### config.mk
export PLATFORM = sky130hd
export DESIGN_NAME = mux_n_stream
export DESIGN_NICKNAME = d
export VERILOG_FILES = /design/src/rtl/mux_n_stream.sv
export SDC_FILE = /design/constraint.sdc
export NUM_CORES = 1
export LEC_CHECK = 0
export BUFFER_PORTS_ARGS = -buffer_cell sky130_fd_sc_hd__buf_2
export CORE_MARGIN = 2
export CORE_UTILIZATION = 36
export CTS_CLUSTER_DIAMETER = 100
export DETAILED_ROUTE_END_ITERATION = 16
export GPL_ROUTABILITY_DRIVEN = 0
export MAX_ROUTING_LAYER = met4
export PLACE_DENSITY = 0.77
export SYNTH_ARGS = -nofsm -noshare
export SYNTH_HDL_FRONTEND = slang
export SYNTH_SLANG_ARGS = --single-unit
### constraint.sdc
create_clock -name clk -period 2.3 [get_ports clk]
set_clock_uncertainty 0.1 [all_clocks]
set_input_delay 0.345 -clock clk [delete_from_list [all_inputs] [get_ports clk]]
set_output_delay 0.345 -clock clk [all_outputs]
set_load 0.01 [all_outputs]
### src/rtl/mux_n_stream.sv
// N-channel valid/ready stream mux with fixed-select or round-robin arbitration
// feeding a single registered output stage (latency 1, full throughput).
module mux_n_stream #(
  parameter  int unsigned WIDTH    = 32,
  parameter  int unsigned CHANNELS = 4,
  localparam int unsigned SEL_W    = $clog2(CHANNELS)
) (
  input  logic                      clk,
  input  logic                      rst_n,
  input  logic [CHANNELS*WIDTH-1:0] in_data,
  input  logic [CHANNELS-1:0]       in_valid,
  output logic [CHANNELS-1:0]       in_ready,
  input  logic                      mode,
  input  logic [SEL_W-1:0]          sel,
  output logic [WIDTH-1:0]          out_data,
  output logic                      out_valid,
  output logic [SEL_W-1:0]          out_chan,
  input  logic                      out_ready
);

  logic [WIDTH-1:0] out_data_q,  out_data_d;
  logic             out_valid_q, out_valid_d;
  logic [SEL_W-1:0] out_chan_q,  out_chan_d;
  logic [SEL_W-1:0] rr_last_q,   rr_last_d;

  logic             load_c;
  logic             grant_valid_c;
  logic [SEL_W-1:0] grant_c;
  logic             xfer_c;

  // Channel visited k steps after the last round-robin winner.
  function automatic logic [SEL_W-1:0] rr_index(input logic [SEL_W-1:0] last,
                                                input int unsigned     k);
    return SEL_W'((32'(last) + k) % CHANNELS);
  endfunction

  // Grant selection; reverse scan so the nearest channel after rr_last wins.
  always_comb begin
    grant_valid_c = 1'b0;
    grant_c       = '0;
    if (!mode) begin
      for (int unsigned i = 0; i < CHANNELS; i++) begin
        if (sel == SEL_W'(i) && in_valid[i]) begin
          grant_valid_c = 1'b1;
          grant_c       = SEL_W'(i);
        end
      end
    end else begin
      for (int unsigned k = CHANNELS; k > 0; k--) begin
        if (in_valid[rr_index(rr_last_q, k)]) begin
          grant_valid_c = 1'b1;
          grant_c       = rr_index(rr_last_q, k);
        end
      end
    end
  end

  // Handshake and next-state of the output register; no accepts during reset.
  always_comb begin
    load_c      = !out_valid_q || out_ready;
    xfer_c      = load_c && grant_valid_c && rst_n;
    in_ready    = '0;
    out_data_d  = out_data_q;
    out_valid_d = out_valid_q;
    out_chan_d  = out_chan_q;
    rr_last_d   = rr_last_q;
    if (xfer_c) begin
      in_ready[grant_c] = 1'b1;
    end
    if (load_c) begin
      out_valid_d = grant_valid_c;
    end
    if (xfer_c) begin
      out_data_d = in_data[32'(grant_c)*WIDTH +: WIDTH];
      out_chan_d = grant_c;
      if (mode) begin
        rr_last_d = grant_c;
      end
    end
  end

  always_ff @(posedge clk) begin
    if (!rst_n) begin
      out_data_q  <= '0;
      out_valid_q <= 1'b0;
      out_chan_q  <= '0;
      rr_last_q   <= SEL_W'(CHANNELS - 1);
    end else begin
      out_data_q  <= out_data_d;
      out_valid_q <= out_valid_d;
      out_chan_q  <= out_chan_d;
      rr_last_q   <= rr_last_d;
    end
  end

  assign out_data  = out_data_q;
  assign out_valid = out_valid_q;
  assign out_chan  = out_chan_q;

endmodule

==> impl.org <==
** Status
- The run finished with clean final reports.

** Clock network
- Number of sinks on the clock net :: 37
- Clock-pin slew reported for the worst setup and hold paths after clock tree synthesis :: 70 ps
- The later pin in the worst-skew pair is clocked with a latency of about 280 ps.
- TritonCTS built the clock tree.
- CTS placed an instance of sky130_fd_sc_hd__clkbuf_8 at the clock tree root.
- The clock tree synthesis step divided the H-tree into 2 levels.
- Number of buffers between clock root and the deepest sink :: 2
- Total clock buffers created by CTS :: 5

** Detailed routing
- Count of unresolved DRC violations after routing :: 0
- For this block, the routed nets add up to approximately 7.5 mm of wire.
- Vias :: ~2600
- The first detailed-routing pass ran for 4 iterations.
- Average wire per standard cell :: 15.4 µm
- In the routed layout, each cell is associated on average with a via count of 5.28.
- Once detail routing completed, the nets flagged for antenna violations numbered 0.
- Violation count after the first detailed-routing iteration :: 83

** Finish
- Fill cells in the final layout number 532.
- Antenna fix cells :: 0
- After the last flow step, the layout net total stands at 552.
- Area added between synthesis and finish :: 54.2%
- Fraction of final layout cells sized beyond drive strength 1 :: 0.531
- The multi-input combinational cells in the finished layout cover a total of about 1400 µm².
- Registers take 741 µm².
- Once layout is complete, the cells apart from fillers number 489.
- The finished cells cover 3490 µm².

** STA
- Setup violations remaining at the end of the flow were counted as 0.
- Slew Limit Fails :: 0
- WHS :: 264 ps
- Summed negative setup slack over all endpoints :: 0 ps
- Fmax :: approximately 440 MHz
- At the pin with the least slew margin, the transition time is 404 ps.
- The count of endpoints failing hold in the final timing report came to 0.
- Slew headroom :: 0.731
- Share of the cycle needed by the critical path after routing :: 0.990
- The routed design could run at a clock period as short as about 2300 ps.

** Job
- The tool flagged a number of max-cap violations equal to 0.

** Placed design
- Post-place instance area :: 3370 µm²
- The wire-length estimate of the detail-placed layout is 5.89 mm.
- Counting tap cells, the placed design contains a total of 481 instances.
- Input and output buffers added on the ports amount to 176.

** Yosys
- Of the post-synthesis cell area, the dominant cell type holds 0.328.
- Of the synthesized area, sequential elements account for 0.328.
- Count of flip-flops with a built-in enable after synthesis :: 0
- After synthesis, the mean cell area works out to 9.75 µm².
- Cell with the most instances after synthesis :: sky130_fd_sc_hd__mux2i_1
- In the post-synthesis netlist, the biggest area contributors are sky130_fd_sc_hd__dfxtp_1 (33%), sky130_fd_sc_hd__mux2i_1 (28%), sky130_fd_sc_hd__o221ai_1 (7.7%).
- During synthesis, Yosys emitted a total of 0 warnings.
- Yosys mapped the design onto 30 distinct sky130hd cell types.
- The commonest cells after synthesis are sky130_fd_sc_hd__mux2i_1 (64), sky130_fd_sc_hd__dfxtp_1 (37), sky130_fd_sc_hd__nand3_1 (21).
- In the synthesized netlist the dominant register cell turns out to be sky130_fd_sc_hd__dfxtp_1.
- Synthesis produced 232 cells.
- Counting every net in the synthesized netlist gives 370.
- Post-synth ARST share :: 0
- #FFs+latches synth :: 37
- Cell area after technology mapping :: ~2300 µm²
- Largest area contributor in the synthesized netlist :: sky130_fd_sc_hd__dfxtp_1

** Die
- IO Pins :: around 180
- Number of rows created at floorplan :: 28
- Core outline area :: 5990 µm²
- The initial utilization of the core area, before any placement, comes to 0.377.
- Floorplan die height :: 83.3 µm
- Die Footprint :: 6930 µm²
- Die W :: 83.3 µm

** Worst setup path
- Arrival time worst endpoint :: about 1800 ps
- STA classifies the critical path endpoint as a primary output.
- Sort of element at the start of the critical path :: primary input
- Crit-path max FO :: 3
- At the worst endpoint, the required time is 1860 ps.
- The worst setup path is of the primary input to primary output kind.

** Global routing
- Maximum number of pins on one net before global-route repair :: 30
- The number of global-route vias before repair is ~2600.
- Global-route usage over all layers :: 0.218
- Global-route wire length before repair :: 12.1 mm
- The total overflow left after global routing is 0.
- Antenna violations before repair :: 0

** Pwr
- For this design the static power due to leakage is 0.00191 µW.
- Power per unit of standard cell area :: 552 nW/µm²
- VDD sags by at most roughly 0.29 mV.

** Min path
- The worst hold path belongs to the class primary input to register.
[cell usage in the layout, fill, tap and decap left out, types with 3 or more instances in the layout]
cell	Yosys	final
sky130_fd_sc_hd__nand2b_1	4	4
sky130_fd_sc_hd__dfxtp_1	37	37
sky130_fd_sc_hd__buf_12	0	4
sky130_fd_sc_hd__nor2_1	5	5
sky130_fd_sc_hd__o211ai_1	3	3
sky130_fd_sc_hd__o221ai_1	20	20
sky130_fd_sc_hd__a221oi_1	4	4
sky130_fd_sc_hd__buf_2	11	173
sky130_fd_sc_hd__o21ai_0	18	17
sky130_fd_sc_hd__mux2i_1	64	64
sky130_fd_sc_hd__buf_4	0	17
sky130_fd_sc_hd__inv_1	3	3
sky130_fd_sc_hd__clkbuf_8	0	6
sky130_fd_sc_hd__nand3_1	21	21
sky130_fd_sc_hd__buf_6	2	3
sky130_fd_sc_hd__nand2_1	5	5
sky130_fd_sc_hd__a221oi_2	8	8
[per-layer routing]
layer  GRT usage  vias up  part of all wire
li1            -     1267                 -
met1       0.247     1198              0.39
met4      0.0611        0             0.011
met2       0.389      109              0.53
met3      0.0427        8             0.060
met5           -        -                 0
[cells by family after synthesis]
| logic type | share of synthesized area |
|---|---|
| simple gates | 0.102 |
| flops | 0.328 |
| compound gates | 0.213 |
| mux | 0.303 |
| buf+inv | 0.0542 |
[cell type report]
class	instances	area share
multi-input cells	170	0.415
repair buffers	197	0.318
flip-flops and latches	37	0.212
well taps	75	0.0269
clock buffers	7	0.0248
inverters	3	0.00323
[power breakdown]
| part | switching (µW) | internal (µW) | total [µW] |
|---|---|---|---|
| sequential | 42.2 | 725 | 767 |
| combinational | 347 | 358 | 704 |
| clock | 215 | 238 | 452 |
| total | 603 | 1320 | 1920 |
[what timing repair did]
action,4_1_cts,5_1_grt
gates cloned,0,0
setup buffers,0,1
hold buffers,0,0
endpoints found under the hold margin,0,0
pin swaps,1,2
resized for setup,1,4
endpoints found under the setup margin,1,4
[path summary, 6_finish.rpt]
check / slack [ps] / from / cells past startpoint / endpoint
setup / recovery: 20 / in_valid[3] / 7 / in_ready[0]
hold / removal: 260 / in_data[86] / 3 / out_data[22]
setup reg to reg: 330 / rr_last_q[0] / 7 / out_data[7]
hold reg to reg: 370 / out_chan[0] / 2 / out_chan[0]
[per-stage QoR]
stage	worst slack, ps	power, µW	utilization
3_5_place_dp	-0.809	1480	0.562
5_1_grt	-9.83	2040	0.582
6_report	23.5	1920	0.582
2_1_floorplan	8.41	1150	-
3_3_place_gp	24.0	1460	0.562
4_1_cts	8.94	1940	0.578
[critical path, stage by stage]
cell and delay [ps]:
sky130_fd_sc_hd__buf_6 100, sky130_fd_sc_hd__or4_4 520, sky130_fd_sc_hd__mux2_4 300, sky130_fd_sc_hd__and3_4 180, sky130_fd_sc_hd__and2_4 150, sky130_fd_sc_hd__nor2b_4 120, sky130_fd_sc_hd__buf_6 110
[registers in the layout, summed over array words and instances, names as in the netlist]
signal / flops
out_chan: 2
out_data: 32
rr_last_q: 2
out_valid: 1
Note: power is estimated with default switching activity, not from simulation.
